--- config.mk ---
export PLATFORM = sky130hd
export DESIGN_NAME = pcs_scrambler_pipe_flat
export DESIGN_NICKNAME = d
export VERILOG_FILES = /design/src/rtl/pcs_scrambler_pipe_if.sv /design/src/rtl/pcs_scrambler_pipe.sv /design/src/flat_wrapper.sv
export SDC_FILE = /design/constraint.sdc
export NUM_CORES = 1
export LEC_CHECK = 0
export CORE_AREA = 2 2 160 162
export CTS_BUF_LIST = sky130_fd_sc_hd__clkbuf_8
export CTS_CLUSTER_DIAMETER = 30
export DETAILED_ROUTE_END_ITERATION = 8
export DIE_AREA = 0 0 162 164
export GPL_TIMING_DRIVEN = 0
export MAX_ROUTING_LAYER = met4
export PLACE_DENSITY_LB_ADDON = 0.08
export REMOVE_ABC_BUFFERS = 1
export SYNTH_ARGS = -nofsm -noshare
export SYNTH_HDL_FRONTEND = slang
export SYNTH_SLANG_ARGS = --single-unit
export TNS_END_PERCENT = 20
--- constraint.sdc ---
create_clock -name CLK -period 2.2 [get_ports CLK]
set_clock_uncertainty 0.1 [all_clocks]
set_input_delay 0.66 -clock CLK [delete_from_list [all_inputs] [get_ports CLK]]
set_output_delay 0.66 -clock CLK [all_outputs]
set_load 0.05 [all_outputs]
--- src/rtl/pcs_scrambler_pipe_if.sv ---
// Beat stream, seed control and lock status of the PCS scrambler/descrambler.
// The master side drives beats and seeds; the slave side is the scrambler block.
interface pcs_scrambler_pipe_if #(
    parameter int DATA_WIDTH = 64
);
    logic [DATA_WIDTH-1:0] in_data;
    logic                  in_valid;
    logic                  in_ready;
    logic                  in_bypass;
    logic                  seed_load;
    logic [57:0]           seed_value;
    logic [DATA_WIDTH-1:0] out_data;
    logic                  out_valid;
    logic                  out_ready;
    logic                  locked;

    modport master (
        output in_data, in_valid, in_bypass, seed_load, seed_value, out_ready,
        input  in_ready, out_data, out_valid, locked
    );

    modport slave (
        input  in_data, in_valid, in_bypass, seed_load, seed_value, out_ready,
        output in_ready, out_data, out_valid, locked
    );
endinterface

--- src/rtl/pcs_scrambler_pipe.sv ---
// Self-synchronous x^58 + x^39 + 1 scrambler/descrambler, DATA_WIDTH bits per beat,
// one-cycle latency with valid/ready flow control, seed load, bypass and lock tracking.
module pcs_scrambler_pipe #(
    parameter int          DATA_WIDTH = 64,
    parameter bit          DESCRAMBLE = 1'b0,
    parameter logic [57:0] SEED_RESET = 58'h3FF_FFFF_FFFF_FFFF
) (
    input logic                CLK,
    input logic                rst,
    pcs_scrambler_pipe_if.slave bus
);
    localparam int         EXT_W    = 58 + DATA_WIDTH;
    localparam logic [6:0] LOCK_CNT = 7'd58;

    logic [57:0]           hist_q, hist_d;
    logic [6:0]            cnt_q, cnt_d;
    logic                  locked_q, locked_d;
    logic                  out_valid_q, out_valid_d;
    logic [DATA_WIDTH-1:0] out_data_q, out_data_d;

    logic                  in_ready;
    logic                  accept;
    logic [57:0]           base_hist;
    logic [EXT_W-1:0]      line_bits;
    logic [DATA_WIDTH-1:0] beat_out;
    logic [57:0]           beat_hist;
    logic                  fb;
    logic [6:0]            base_cnt;
    logic [10:0]           cnt_sum;
    logic [6:0]            cnt_sat;

    assign in_ready = ~out_valid_q | bus.out_ready;
    assign accept   = bus.in_valid & in_ready;

    // line_bits is the line stream in time order: [57:0] is the history (oldest at 0),
    // [58+n] is line bit n of this beat, so s[n-58] = line_bits[n], s[n-39] = line_bits[n+19].
    always_comb begin
        base_hist         = bus.seed_load ? bus.seed_value : hist_q;
        line_bits         = '0;
        line_bits[57:0]   = base_hist;
        beat_out          = '0;
        fb                = 1'b0;
        for (int n = 0; n < DATA_WIDTH; n++) begin
            fb = line_bits[n + 19] ^ line_bits[n];
            if (bus.in_bypass) begin
                beat_out[n]       = bus.in_data[n];
                line_bits[58 + n] = bus.in_data[n];
            end else if (DESCRAMBLE) begin
                beat_out[n]       = bus.in_data[n] ^ fb;
                line_bits[58 + n] = bus.in_data[n];
            end else begin
                beat_out[n]       = bus.in_data[n] ^ fb;
                line_bits[58 + n] = beat_out[n];
            end
        end
        beat_hist = line_bits[EXT_W-1 -: 58];
    end

    // A seed counts as fully known history, so loading one saturates the lock counter.
    always_comb begin
        base_cnt = bus.seed_load ? LOCK_CNT : cnt_q;
        cnt_sum  = {4'b0, base_cnt} + 11'(DATA_WIDTH);
        cnt_sat  = (cnt_sum >= 11'd58) ? LOCK_CNT : cnt_sum[6:0];
    end

    always_comb begin
        hist_d      = hist_q;
        cnt_d       = cnt_q;
        out_data_d  = out_data_q;
        out_valid_d = out_valid_q;
        if (accept) begin
            hist_d      = beat_hist;
            cnt_d       = cnt_sat;
            out_data_d  = beat_out;
            out_valid_d = 1'b1;
        end else begin
            if (bus.out_ready) begin
                out_valid_d = 1'b0;
            end
            if (bus.seed_load) begin
                hist_d = bus.seed_value;
                cnt_d  = LOCK_CNT;
            end
        end
        locked_d = DESCRAMBLE ? (cnt_d == LOCK_CNT) : 1'b1;
    end

    always_ff @(posedge CLK) begin
        if (rst) begin
            hist_q      <= SEED_RESET;
            cnt_q       <= '0;
            locked_q    <= ~DESCRAMBLE;
            out_valid_q <= 1'b0;
            out_data_q  <= '0;
        end else begin
            hist_q      <= hist_d;
            cnt_q       <= cnt_d;
            locked_q    <= locked_d;
            out_valid_q <= out_valid_d;
            out_data_q  <= out_data_d;
        end
    end

    assign bus.in_ready  = in_ready;
    assign bus.out_data  = out_data_q;
    assign bus.out_valid = out_valid_q;
    assign bus.locked    = locked_q;
endmodule

--- src/flat_wrapper.sv ---
// flat-port wrapper written by rule: the top's interface ports become plain ports
module pcs_scrambler_pipe_flat 
#(
    parameter int          DATA_WIDTH = 64,
    parameter bit          DESCRAMBLE = 1'b0,
    parameter logic [57:0] SEED_RESET = 58'h3FF_FFFF_FFFF_FFFF
)
  (CLK, rst, bus_in_data, bus_in_valid, bus_in_bypass, bus_seed_load, bus_seed_value, bus_out_ready, bus_in_ready, bus_out_data, bus_out_valid, bus_locked);
  pcs_scrambler_pipe_if #(.DATA_WIDTH(DATA_WIDTH)) bus_i ();
  input logic CLK;
  input logic rst;
  input wire logic [$bits(bus_i.in_data)-1:0] bus_in_data;
  input wire logic [$bits(bus_i.in_valid)-1:0] bus_in_valid;
  input wire logic [$bits(bus_i.in_bypass)-1:0] bus_in_bypass;
  input wire logic [$bits(bus_i.seed_load)-1:0] bus_seed_load;
  input wire logic [$bits(bus_i.seed_value)-1:0] bus_seed_value;
  input wire logic [$bits(bus_i.out_ready)-1:0] bus_out_ready;
  output wire logic [$bits(bus_i.in_ready)-1:0] bus_in_ready;
  output wire logic [$bits(bus_i.out_data)-1:0] bus_out_data;
  output wire logic [$bits(bus_i.out_valid)-1:0] bus_out_valid;
  output wire logic [$bits(bus_i.locked)-1:0] bus_locked;
  assign bus_i.in_data = bus_in_data;
  assign bus_i.in_valid = bus_in_valid;
  assign bus_i.in_bypass = bus_in_bypass;
  assign bus_i.seed_load = bus_seed_load;
  assign bus_i.seed_value = bus_seed_value;
  assign bus_i.out_ready = bus_out_ready;
  assign bus_in_ready = bus_i.in_ready;
  assign bus_out_data = bus_i.out_data;
  assign bus_out_valid = bus_i.out_valid;
  assign bus_locked = bus_i.locked;
  pcs_scrambler_pipe #(.DATA_WIDTH(DATA_WIDTH), .DESCRAMBLE(DESCRAMBLE), .SEED_RESET(SEED_RESET)) u_core (.CLK(CLK), .rst(rst), .bus(bus_i));
endmodule
# Word-level counts from Yosys, hierarchy flattened
# Cells that the tools add are included.
[classes]
mux = 68
bitwise = 131
n_reduce_logical = 1
[ops]
columns = ["op", "count"]
rows = [
  ["$xor 1x1->1", 128],
  ["$mux 58", 2],
  ["$mux 1", 66],
  ["$reduce_bool 2->1", 1],
  ["$and 1x1->1", 1],
  ["$not 1->1", 1],
  ["$or 1x1->1", 1],
]
[totals]
regBits = 123
in_bits = 128
elab_cells = 203

# Longest topological paths before layout
# Gate-level depths: netlist of run 1.
[depth]
ltp_word = 8
depth_mapped = 8

# Worst setup path after synthesis of run 1
# No wires, ideal clock.
[synth_timing]
kind = "input to register"
start = "input port bus_out_ready"
end = "register u_core.out_data_q[51], in the netlist u_core.bus.out_data[51]"
setup_time_ps = 137
arrival_time_ps = 2361
setup_slack_ps = -398
path_stages = 7
path_buffers = 4
path_cell_list = "nand2b_1 and2_1 clkbuf_1 buf_2 clkbuf_1 buf_1 a31oi_1"
[synth_between]
elab_chain_len = 2
[synth_lines]
columns = ["item", "line_no", "rtl"]
rows = [
  ["from (decl)", "flat_wrapper.sv:17", "input wire logic [$bits(bus_i.out_ready)-1:0] bus_out_ready;"],
  ["$or 1x1->1", "pcs_scrambler_pipe.sv:32", "assign in_ready = ~out_valid_q | bus.out_ready;"],
  ["$and 1x1->1", "pcs_scrambler_pipe.sv:33", "assign accept = bus.in_valid & in_ready;"],
  ["to (signal assigned)", "pcs_scrambler_pipe.sv:100", "out_data_q <= out_data_d;"],
  ["to (decl)", "pcs_scrambler_pipe.sv:19", "logic [DATA_WIDTH-1:0] out_data_q, out_data_d;"],
]
# No other way between the ends.
# A chain may end at the register's enable or synchronous reset.

# Worst setup path in the final report of run 1
[layout_timing]
start = "input port bus_seed_load"
end = "register u_core.hist_q[38]"
[layout_between]
elab_chain_len = 8
[layout_lines]
columns = ["item", "line_no", "rtl"]
rows = [
  ["from (decl)", "flat_wrapper.sv:15", "input wire logic [$bits(bus_i.seed_load)-1:0] bus_seed_load;"],
  ["$mux 58 (*)", "--", ""],
  ["$xor 1x1->1", "pcs_scrambler_pipe.sv:44", "fb = line_bits[n + 19] ^ line_bits[n];"],
  ["$xor 1x1->1", "pcs_scrambler_pipe.sv:52", "beat_out[n] = bus.in_data[n] ^ fb;"],
  ["$mux 1", "pcs_scrambler_pipe.sv:45", "if (bus.in_bypass) begin"],
  ["$xor 1x1->1", "pcs_scrambler_pipe.sv:44", ""],
  ["$xor 1x1->1", "pcs_scrambler_pipe.sv:52", ""],
  ["$mux 1", "pcs_scrambler_pipe.sv:45", ""],
  ["$mux 58 (*)", "pcs_scrambler_pipe.sv:71", "if (accept) begin"],
  ["to (signal assigned)", "pcs_scrambler_pipe.sv:96", "hist_q <= hist_d;"],
  ["to (decl)", "pcs_scrambler_pipe.sv:15", "logic [57:0] hist_q, hist_d;"],
]
# Mark *: on every way between the ends. The rest lies on a longest branch, timed or not.

==> results of run 1 <==
==> cell usage in the layout, fill, tap and decap left out, types with 4 or more instances in the layout <==
master             n
a21oi_1           48
a31oi_1           19
xnor2_1           96
and2_1             6
dfxtp_1          123
or3_1             21
xnor3_1            6
o21a_1             5
clkdlybuf4s50_1  122
dlygate4sd2_1     66
and4_1            19
clkbuf_8          17
mux2_2            10
nor2b_1           13
a2bb2oi_1         20
buf_16             6
clkinv_2           4
mux2_1             8
xor2_1            35
buf_4              8
xnor2_2            7
buf_12             6
nor2_1            36
mux2i_1           42
nand2_1           33
o21ai_0           85
nor4_1            19
a2111oi_0         13
nor3_1            26
a211oi_1           4
mux2i_2            8
mux2i_4           14
a311oi_1          19
==> cell type report <==
cell class              count  area, um2
clock buffers              17        234
clock inverters            13        155
fillers                  2523      14300
inverters                   4       22.5
multi-input cells         629       4870
flip-flops and latches    123       2460
well taps                 330        413
repair buffers            216       2330
==> timing repair <==
item	in CTS	in global routing
setup buffers	5	6
gates resized for setup	101	27
gates cloned	6	2
hold buffers	0	0
endpoints found under the setup margin	175	44
pin swaps	11	3
==> power groups by stage <==
stage	sequential, mW	combinational, mW	clock, mW
final	2.61	2.70	2.13
after global routing	2.64	2.91	2.27
after CTS	2.61	2.61	2.19
after global placement	2.65	2.57	0
after floorplan	3.03	1.23	0
after detailed placement	2.65	2.56	0
==> stage by stage <==
step / worst slack [ps] / instance area [um2] / total power [mW] / std cells
4_1_cts: -128 / 10200 / 7.41 / 1324
3_3_place_gp: -6560 / 9400 / 5.23 / 1276
5_1_grt: -110 / 10500 / 7.83 / 1332
2_1_floorplan: -2050 / 7050 / 4.27 / 753
3_5_place_dp: -1440 / 9580 / 5.21 / 1283
6_report: -63.1 / 10500 / 7.45 / 1332
==> logic make-up (layout without fill, tap and decap cells) <==
| logic type | after synthesis | after routing |
|---|---|---|
| XOR/XNOR | 145 | 145 |
| AND/OR/NAND/NOR | 182 | 185 |
| buffers and inverters | 77 | 250 |
| multiplexers | 83 | 83 |
| flip-flops | 123 | 123 |
| other | 1 | 1 |
| AO/OA/AOI/OAI | 215 | 215 |
==> worst register-to-register path, stage by stage, from the launching register on <==
cell and delay [ps]:
dfxtp_1 380, nand2b_4 140, nand2_8 280, buf_16 280, nor3_1 110, mux2_1 300, a311oi_1 240
==> state kept, by name (all words and copies together), names as in the netlist <==
| name | flops |
|---|---|
| u_core.bus.out_data | 64 |
| u_core.hist_q | 58 |
| u_core.bus.out_valid | 1 |
==> metal layers <==
layer | track usage | wire, um
met1 | 0.265 | 12500
met2 | 0.317 | 12500
met3 | 0.0318 | 1130
met4 | 0.0459 | 214
met5 | - | 0
==> worst max path at each step <==
stage | to | slack [ps] | cells after the start
floorplan | u_core.hist_q[33] | -2050 | 5
global route | u_core.hist_q[43] | -110 | 8
finish | u_core.hist_q[38] | -60 | 8
global placement | u_core.hist_q[42] | -6560 | 5
CTS | bus_in_ready | -130 | 3
detailed placement | u_core.hist_q[56] | -1440 | 7
==> results.toml, run 1 <==
[run_status]
status = "finished, violations left"
violations = "setup timing"

[worst_setup_path]
cp_top_family = "multiplexers"
worstPathArrival_ps = 2520
r2r_end = "u_core.hist_q[42]"
rrSetupSlack_ps = 280
rr_startpoint = "u_core.bus.out_valid"
critPathBufInv = 3
r2r_cells = 6
required_ps = 2460
endpoint_kind = "flip-flop"
path_cells = "buf_16 > buf_16 > buf_4 > mux2i_4 > xor2_1 > xnor2_2 > mux2_1 > a311oi_1"
slowest_delay_ps = 350
criticalPathCategory = "in -> reg"
critPathSlowestCell = "mux2_1"
crit_top_cell = "buf_16"
worst_setup_path_start_kind = "primary input"
cp_max_fo = 22
startpoint = "bus_seed_load"

[min_path]
hold_depth = 2
hold_start = "u_core.bus.out_data[1]"
hold_class = "reg -> reg"
hold_path_end = "u_core.bus.out_data[1]"

[cts]
clock-root-buffer = "clkbuf_8"
worstSkewPairLatency_ps = 450
cts_sinks = 123
clockBufferDepth = 2
cts_tree = "done"
clk_pin_slew_ps = 80
htree_num_levels = 4
cts_inserted_buffers = 17

[yosys]
synth_commonest_cells = "123 x dfxtp_1, 103 x xnor2_1, 85 x o21ai_0"
syn_area_mm2 = 0.00739
synth_cell_types = 36
async_reset_ff_frac = 0
synthAdderAreaFrac = 0
synth-simple-area-share = 0.132
yosysSeqAreaShare = 0.333
synthTopCellsByArea = "dfxtp_1 33%, xnor2_1 12%, mux2i_1 7.9%, o21ai_0 5.8%, xor2_1 4.3%"
synth_top_family_by_area = "XOR/XNOR gates"
synth.largest_area_cell = "dfxtp_1"
synth_ff_type = "dfxtp_1"
synthXorXnorAreaFrac = 0.183
yosysWarningCount = 0
synth_compound_area_frac = 0.179
avgSynthCellArea_um2 = 8.94
ys_ff_latch = 123
syn_inst = 826
synthMuxAreaShare = 0.125
yosysMostFrequentCell = "dfxtp_1"
synth_edf_count = 0
synth_top_area_share = 0.333

[global_route]
grt_max_degree = 78
track_usage = 0.198
grt_pass1_wl_mm = 39.2
grt_pass1_vias = 6559
antenna_found_initial = 0
overflow = 0

[timing]
hold_viol_final = 0
tightest_slew_ps = 859
final_max_slew_viol_count = 0
fin_hold_ws_ps = 403
fin_crit_ps = 2260
finalWorstSetupSlack_ps = -63.1
relSlewSlack = 0.428
rsz0062_at_grt = "yes"
fin_tns_setup_ps = -162
fmax_mhz = 442
finalSetupViolations = 6
fin_crit_sh = 1.03

[routing]
wl_per_cell_um = 19.8
vias_per_cell = 5.04
postRouteAntennaNets = 0
route.final.wire_length_mm = 26.4
vias = 6719
first_pass_iters = 4
route.detailed.drc = 0
drt_iter0_markers = 323

[floorplan]
die_area_mm2 = 0.0266
num_io_pins = 195
die_w_um = 162
die_y_um = 164
fp.coreArea_mm2 = 0.0248
start_util = 0.298
rows = 58

[pwr]
power_density_mw_per_mm2 = 710
vdd_drop_max_uv = 264
comb_power_share = 0.363
p_seq_frac = 0.351
switchingPower_mw = 2.69
p_int_mw = 4.76
leakage_nw = 4.05
clockPowerShare = 0.287
p_sw_frac = 0.361

[finish]
fin_util = 0.423
fin_nets = 1119
drive_above_1_share = 0.112
num_antenna_cells = 0
synthToLayoutAreaGrowth_pct = 42.0

[place]
hpwl_mm = 15.4
gp_congestion = 0.722
io_buffers = 193

[flow_run]
maxCapViolCount = 0
Note: power is estimated with default switching activity, not from simulation.
==> inputs of run 2 (changes only) <==
--- a/config.mk
+++ b/config.mk
@@ -13,7 +13,6 @@
 export GPL_TIMING_DRIVEN = 0
 export MAX_ROUTING_LAYER = met4
 export PLACE_DENSITY_LB_ADDON = 0.08
-export REMOVE_ABC_BUFFERS = 1
 export SYNTH_ARGS = -nofsm -noshare
 export SYNTH_HDL_FRONTEND = slang
 export SYNTH_SLANG_ARGS = --single-unit
==> results.toml, run 2 (synthesis results as in run 1) <==
[timing]
tightest_slew_ps = 787
relSlewSlack = 0.475
final_max_slew_viol_count = 0
finalWorstSetupSlack_ps = -92.0
rsz0062_at_grt = "yes"
fin_hold_ws_ps = 404
fin_tns_setup_ps = -304
hold_viol_final = 0
fin_crit_ps = 2290
fmax_mhz = 436
fin_crit_sh = 1.04
finalSetupViolations = 7

[worst_setup_path]
critPathSlowestCell = "mux2i_1"
endpoint_kind = "flip-flop"
cp_top_family = "buffers and inverters"
worst_setup_path_start_kind = "primary input"
path_cells = "buf_12 > buf_8 > buf_8 > mux2i_1 > xnor2_1 > nor2_1 > xnor2_1 > a2bb2oi_1"
criticalPathCategory = "in -> reg"
slowest_delay_ps = 570
critPathBufInv = 3
worstPathArrival_ps = 2530
rrSetupSlack_ps = 320
required_ps = 2440
cp_max_fo = 10

[cts]
clock-root-buffer = "clkbuf_8"
cts_tree = "done"
clockBufferDepth = 2
worstSkewPairLatency_ps = 470
cts_inserted_buffers = 17
htree_num_levels = 4
clk_pin_slew_ps = 80
cts_sinks = 123

[global_route]
antenna_found_initial = 0
overflow = 0
grt_pass1_vias = 7189
grt_max_degree = 17
grt_pass1_wl_mm = 45.9
track_usage = 0.245

[place]
hpwl_mm = 24.7
place_ws_ps = -1360
io_buffers = 191
gp_congestion = 0.908

[finish]
final_common_cell = "clkdlybuf4s50_1"
multi_input_area_mm2 = 0.00528
drive_above_1_share = 0.182
fin_nets = 1170
fillers = 2493
largest_reg_flops = 64
num_antenna_cells = 0
fin_util = 0.439
synthToLayoutAreaGrowth_pct = 47.5
seqCellArea_mm2 = 0.00246
mostFrequentLayoutCells = "124 x clkdlybuf4s50_1, 123 x dfxtp_1, 85 x o21ai_0, 69 x xnor2_1, 65 x dlygate4sd2_1"

[routing]
first_pass_iters = 4
route.final.wire_length_mm = 31.8
vias_per_cell = 5.20
vias = 7198
route.detailed.drc = 0
postRouteAntennaNets = 0
drt_iter0_markers = 403
wl_per_cell_um = 23.0

[run_status]
status = "finished, violations left"
violations = "setup timing"

[floorplan]
die_area_mm2 = 0.0266
die_y_um = 164
start_util = 0.298
num_io_pins = 195
rows = 58
fp.coreArea_mm2 = 0.0248
die_w_um = 162

[yosys]
synth_nets = 954

[min_path]
hold_class = "reg -> reg"

[pwr]
total_power_mw = 7.84
power_density_mw_per_mm2 = 719
vdd_drop_max_uv = 263
leakage_nw = 4.22

[flow_run]
maxCapViolCount = 0
## run 2: changes by cell type in the layout (fill, tap and decap cells not counted), sizes merged, moves of 2 or more
cell	delta
clkbuf	+58
and2	-3
bufbuf	-3
buf	-2
clkdlybuf4s50	+2
clkinvlp	+2
## run 2: stage by stage
stage               instance area [um2]  instances
floorplan                          7550        826
global placement                   9870       1347
detailed placement                 9870       1347
CTS                               10600       1378
global route                      10900       1385
finish                            10900       1385
## run 2: worst register-to-register path, delay by kind of cell, from the launching register on
kind / cells / cell delay, ps
AO/OA/AOI/OAI: 1 / 250
multiplexers: 2 / 650
flip-flops: 1 / 330
XOR/XNOR: 2 / 440
## run 2: worst paths after layout
path,depth (start not counted),to,startpoint
max,8,u_core.hist_q[29],bus_seed_load
min,2,u_core.bus.out_data[1],u_core.bus.out_data[1]
max reg2reg,5,u_core.hist_q[48],u_core.hist_q[54]
min reg2reg,2,u_core.bus.out_data[1],u_core.bus.out_data[1]
## run 2: metal layers
layer	GRT usage	share of wire	vias to the layer above
met4	0.0736	0.019	0
met5	-	0	-
met2	0.386	0.47	273
met1	0.323	0.46	3474
li1	-	-	3427
met3	0.0424	0.053	24
## run 2: final cells by class
cell class,count,area share
multi-input cells,626,0.485
flip-flops and latches,123,0.226
repair buffers,198,0.173
plain buffers,72,0.0411
well taps,330,0.0379
clock buffers,17,0.0215
clock inverters,15,0.0140
inverters,4,0.00138
## run 2: what timing repair did
item / 4_1_cts / 5_1_grt
endpoints found under the hold margin: 0 / 0
pin swaps: 3 / 9
hold buffers: 0 / 0
resized for setup: 165 / 71
endpoints found under the setup margin: 188 / 116
setup buffers: 0 / 7
## run 2: power breakdown
part	switching [mW]	total, mW	leakage (nW)	internal (mW)
clock network	1.06	2.06	0.189	1.00
registers	0.149	2.62	1.02	2.47
logic	1.84	3.15	3.01	1.31
total	3.05	7.84	4.22	4.78
